--- src/rtl/anode_scanner.sv ---
// anode_scanner: scans a 4-digit common-anode display with a blanking gap at the start of each slot.
// Optional macro DIGIT_DIM_EN adds a bright input and per-slot 4-bit PWM dimming.
module anode_scanner #(
    parameter int REFRESH_DIV  = 100000,
    parameter int BLANK_CYCLES = 1000
) (
    input  logic       clk,
    input  logic       rst_n,
    input  logic       en,
    input  logic [3:0] digit_en,
`ifdef DIGIT_DIM_EN
    input  logic [3:0] bright,
`endif
    output logic [3:0] anode,
    output logic [1:0] digit_idx,
    output logic       slot_start,
    output logic       frame_done
);
    localparam int CW = (REFRESH_DIV > 1) ? $clog2(REFRESH_DIV) : 1;
    localparam logic [CW-1:0] LAST = CW'(REFRESH_DIV - 1);
    localparam logic [CW-1:0] BLK = CW'(BLANK_CYCLES);

    if (REFRESH_DIV < 2 || BLANK_CYCLES < 0 || BLANK_CYCLES >= REFRESH_DIV) begin : g_param_check
        $error("anode_scanner: need REFRESH_DIV >= 2 and 0 <= BLANK_CYCLES < REFRESH_DIV");
    end

    typedef enum logic [1:0] {IDLE, BLANK, DRIVE} state_t;

    state_t        state_q, state_d;
    logic [CW-1:0] cnt_q, cnt_d;
    logic [1:0]    idx_q, idx_d;
    logic [3:0]    anode_q, anode_d;
    logic          slot_start_q, slot_start_d;
    logic          frame_done_q, frame_done_d;
    logic          lit;
`ifdef DIGIT_DIM_EN
    logic [3:0]    bright_q, bright_d;
    logic [3:0]    pwm_q, pwm_d;
`endif

    // Outputs are derived from the next state so they line up with it once registered.
    always_comb begin
        state_d      = IDLE;
        cnt_d        = '0;
        idx_d        = 2'd0;
        anode_d      = 4'hF;
        slot_start_d = 1'b0;
        frame_done_d = 1'b0;
        lit          = 1'b1;
`ifdef DIGIT_DIM_EN
        bright_d     = bright_q;
        pwm_d        = 4'd0;
`endif
        if (en) begin
            if (state_q != IDLE) begin
                cnt_d = (cnt_q == LAST) ? '0 : cnt_q + 1'b1;
                idx_d = (cnt_q == LAST) ? idx_q + 2'd1 : idx_q;
            end
            state_d      = (cnt_d < BLK) ? BLANK : DRIVE;
            slot_start_d = (cnt_d == '0);
            frame_done_d = (idx_d == 2'd3) && (cnt_d == LAST);
`ifdef DIGIT_DIM_EN
            bright_d = slot_start_d ? bright : bright_q;
            pwm_d    = (state_d == DRIVE && cnt_d != BLK) ? pwm_q + 4'd1 : 4'd0;
            lit      = (pwm_d < bright_d) || (bright_d == 4'hF);
`endif
            anode_d = (state_d == DRIVE && digit_en[idx_d] && lit) ? ~(4'b0001 << idx_d) : 4'hF;
        end
    end

    always_ff @(posedge clk or negedge rst_n) begin
        if (!rst_n) begin
            state_q      <= IDLE;
            cnt_q        <= '0;
            idx_q        <= 2'd0;
            anode_q      <= 4'hF;
            slot_start_q <= 1'b0;
            frame_done_q <= 1'b0;
        end else begin
            state_q      <= state_d;
            cnt_q        <= cnt_d;
            idx_q        <= idx_d;
            anode_q      <= anode_d;
            slot_start_q <= slot_start_d;
            frame_done_q <= frame_done_d;
        end
    end

`ifdef DIGIT_DIM_EN
    always_ff @(posedge clk or negedge rst_n) begin
        if (!rst_n) begin
            bright_q <= 4'd0;
            pwm_q    <= 4'd0;
        end else begin
            bright_q <= bright_d;
            pwm_q    <= pwm_d;
        end
    end
`endif

    assign anode      = anode_q;
    assign digit_idx  = idx_q;
    assign slot_start = slot_start_q;
    assign frame_done = frame_done_q;
endmodule

--- config.mk ---
export PLATFORM = sky130hd
export DESIGN_NAME = anode_scanner
export DESIGN_NICKNAME = d
export VERILOG_FILES = /design/src/rtl/anode_scanner.sv
export SDC_FILE = /design/constraint.sdc
export NUM_CORES = 1
export LEC_CHECK = 0
export CORE_ASPECT_RATIO = 1.25
export CORE_MARGIN = 4
export CORE_UTILIZATION = 51
export CTS_CLUSTER_DIAMETER = 60
export DETAILED_ROUTE_END_ITERATION = 10
export PLACE_DENSITY = 0.75
export SLEW_MARGIN = 5
export SYNTH_ARGS = -nofsm -noshare
export SYNTH_HDL_FRONTEND = slang
export SYNTH_SLANG_ARGS = --single-unit
--- constraint.sdc ---
create_clock -name clk -period 2.6 [get_ports clk]
set_clock_uncertainty 0.2 [all_clocks]
set_input_delay 0.52 -clock clk [delete_from_list [all_inputs] [get_ports clk]]
set_output_delay 0.52 -clock clk [all_outputs]
set_load 0.02 [all_outputs]
==> results.json <==
{
  "status": "finished clean",
  "crit_fanout": 6,
  "synth_flop_cell": "dfrtp_1",
  "grt.total_usage": 0.191,
  "min_period_over_period": 0.965,
  "maxCapViolations": 0,
  "synthMuxAreaShare": 0.0123,
  "total_power_mw": 0.651,
  "synth-simple-area-share": 0.317,
  "chipWidth_um": 58.4,
  "fin_nets": 214,
  "p_leak_nw": 0.748,
  "cts_tree": "yes",
  "cts_root_buf": "clkbuf_4",
  "final_common_cell": "nor2_1",
  "worstSetupEndpointType": "flip-flop",
  "layout-drive-gt1-share": 0.220,
  "coreArea_sq_um": 3000,
  "finalInstanceArea_sq_um": 1970,
  "grt_pass1_wl_um": 6260,
  "dpl_cell_area_sq_um": 1890,
  "antenna_found_initial": 0,
  "hold_path.class": "input port to async pin",
  "p_clk_frac": 0.277,
  "synth.distinct_cells": 41,
  "peakVddDrop_v": 0.000213,
  "preCtsSetupSlack_ns": -0.000334,
  "die_h_um": 71.0,
  "clock-sinks": 27,
  "start_util": 0.540,
  "finalWorstSetupSlack_ns": 0.0900,
  "avgSynthCellArea_sq_um": 9.21,
  "instances_no_fill": 241,
  "syn-num-nets": 184,
  "tightestPinTransition_ns": 0.354,
  "synth_cells": 176,
  "diodes": 0,
  "path_class": "flip-flop to flip-flop",
  "utilization": 0.656,
  "arrival_ns": 2.56,
  "synth_top_cell_by_area": "dfrtp_1",
  "start_kind": "flip-flop",
  "fmax_mhz": 398,
  "worstSkewPairLatency_ns": 0.32,
  "globalplace.congestion": 0.879,
  "finalCriticalPeriod_ns": 2.51,
  "required_ns": 2.65,
  "syn-cell-area_sq_um": 1620,
  "first_iter_violations": 113,
  "synth_fa_ha_area_frac": 0.00772,
  "setup_viol": 0,
  "ctsHtreeMaxLevel": 1,
  "fillers": 240,
  "ios": 15,
  "clk_pin_slew_ns": 0.14,
  "netlist.area_leader.share": 0.355,
  "rsz0062_at_grt": "yes",
  "overflow": 0,
  "grt_pass1_vias": 1370,
  "die_area_sq_um": 4150,
  "ys_seq_area_frac": 0.420,
  "synth_compound_area_frac": 0.0563,
  "first_pass_iters": 4,
  "area_delta_synth_final_pct": 21.4,
  "fin_tns_setup_ns": 0,
  "drv_slew": 0,
  "powerDensity_nw_per_um2": 331,
  "vias": 1377,
  "yosys.area_share.xor_xnor": 0.130,
  "seqPwrFrac": 0.655,
  "grt_max_degree": 28,
  "pwr-share-comb": 0.068,
  "wl_um": 3750,
  "power.switching_mw": 0.148,
  "drtAntennaViolNets": 0,
  "row_count": 22,
  "hpwl_um": 2770,
  "routed_via_density": 5.71,
  "layout_common_cells": "nor2_1, dfrtp_1, buf_4, xnor2_1, clkdlybuf4s50_1",
  "numCtsBuffers": 3,
  "synth_seq_cells": 27,
  "cts.path.max_buffers": 2,
  "whs_ns": 0.345,
  "max_slew_margin": 0.762,
  "p_sw_frac": 0.227,
  "async_flop_share": 1.00,
  "ys_warn_count": 0,
  "synth-edff-count": 0,
  "postCtsHoldBufs": 0,
  "p_int_mw": 0.503,
  "port_buffers": 14,
  "final_hold_viol_count": 0,
  "drt_drc_violations_left": 0,
  "place_inst": 236,
  "routedWlPerCell_um": 15.5,
  "synth_top_family_by_area": "simple AND/OR/NAND/NOR gates",
  "synthTopCellsByArea": "dfrtp_1, xnor2_1, dfstp_2"
}
## cells in the mapped netlist (all sizes together) (4+ instances only)
library cell  count
nand2            11
nor3              6
o21ai             4
xnor2            17
inv               5
clkbuf            4
nand4             5
dfrtp            23
nor2             28
or3               6
nand3             9
buf               7
dfstp             4
xor2              7
nor4              7
or2               4
nor2b             4
## cell families (layout without fill, tap and decap cells)
| family | count (synthesis) | count (layout) |
|---|---|---|
| AOI/OAI and AO/OA | 13 | 13 |
| xor gates and xnor gates | 24 | 24 |
| adders and majority gates | 1 | 1 |
| buffers and inverters | 16 | 45 |
| DFF | 27 | 27 |
| muxes | 2 | 2 |
| and+or+nand+nor | 93 | 93 |
## routing by layer
layer | track usage | share of wire | vias to the layer above
met5 | 0 | 0 | -
met4 | 0.0644 | 0.021 | 0
met3 | 0.0274 | 0.045 | 8
met2 | 0.316 | 0.50 | 42
met1 | 0.253 | 0.43 | 664
li1 | - | - | 663
## power by group through the flow
stage	combinational, mW	clock [mW]	sequential, mW
2_1_floorplan	0.0134	0	0.435
3_3_place_gp	0.0431	0	0.433
3_5_place_dp	0.0441	0	0.433
4_1_cts	0.0440	0.189	0.426
5_1_grt	0.0491	0.206	0.427
6_report	0.0442	0.181	0.426
## state kept, by name, indices dropped and copies added (netlist names)
name and count:
frame_done 1, cnt_q 17, state_q 2, slot_start 1, anode 4, digit_idx 2
## cell type report
type	instances	area (sq um)	area share
Tap cell	36	45.0	0.0229
Sequential cell	27	682	0.346
Timing Repair Buffer	36	305	0.155
Clock buffer	4	26.3	0.0134
Inverter	5	18.8	0.00954
Multi-Input combinational cell	133	891	0.453
## critical path: stages, from the launching register on
cell and delay, ns:
dfrtp_1 0.43, ha_4 0.18, nand4_1 0.15, or3_4 0.41, nor3b_1 0.15, o221ai_1 0.24, nor3_1 0.08, buf_4 0.16
or4_1 0.46
## timing repair
action	4_1_cts	5_1_grt
setup endpoints to repair	1	7
gates resized for setup	1	9
setup buffers	0	1
pin swaps	0	2
## path summary, 6_finish.rpt
| path | from | endpoint | slack (ns) | cells past startpoint |
|---|---|---|---|---|
| worst min-delay path | rst_n | cnt_q[8] | 0.34 | 2 |
| max in group asynchronous | rst_n | anode[0] | 1.55 | 2 |
| worst min register to register | cnt_q[5] | cnt_q[5] | 0.43 | 2 |
| min in group clk | cnt_q[5] | cnt_q[5] | 0.43 | 2 |
| worst max-delay path | cnt_q[0] | anode[0] | 0.09 | 8 |
| worst max register to register | cnt_q[0] | anode[0] | 0.09 | 8 |
Power figures use the tool's default switching activity.
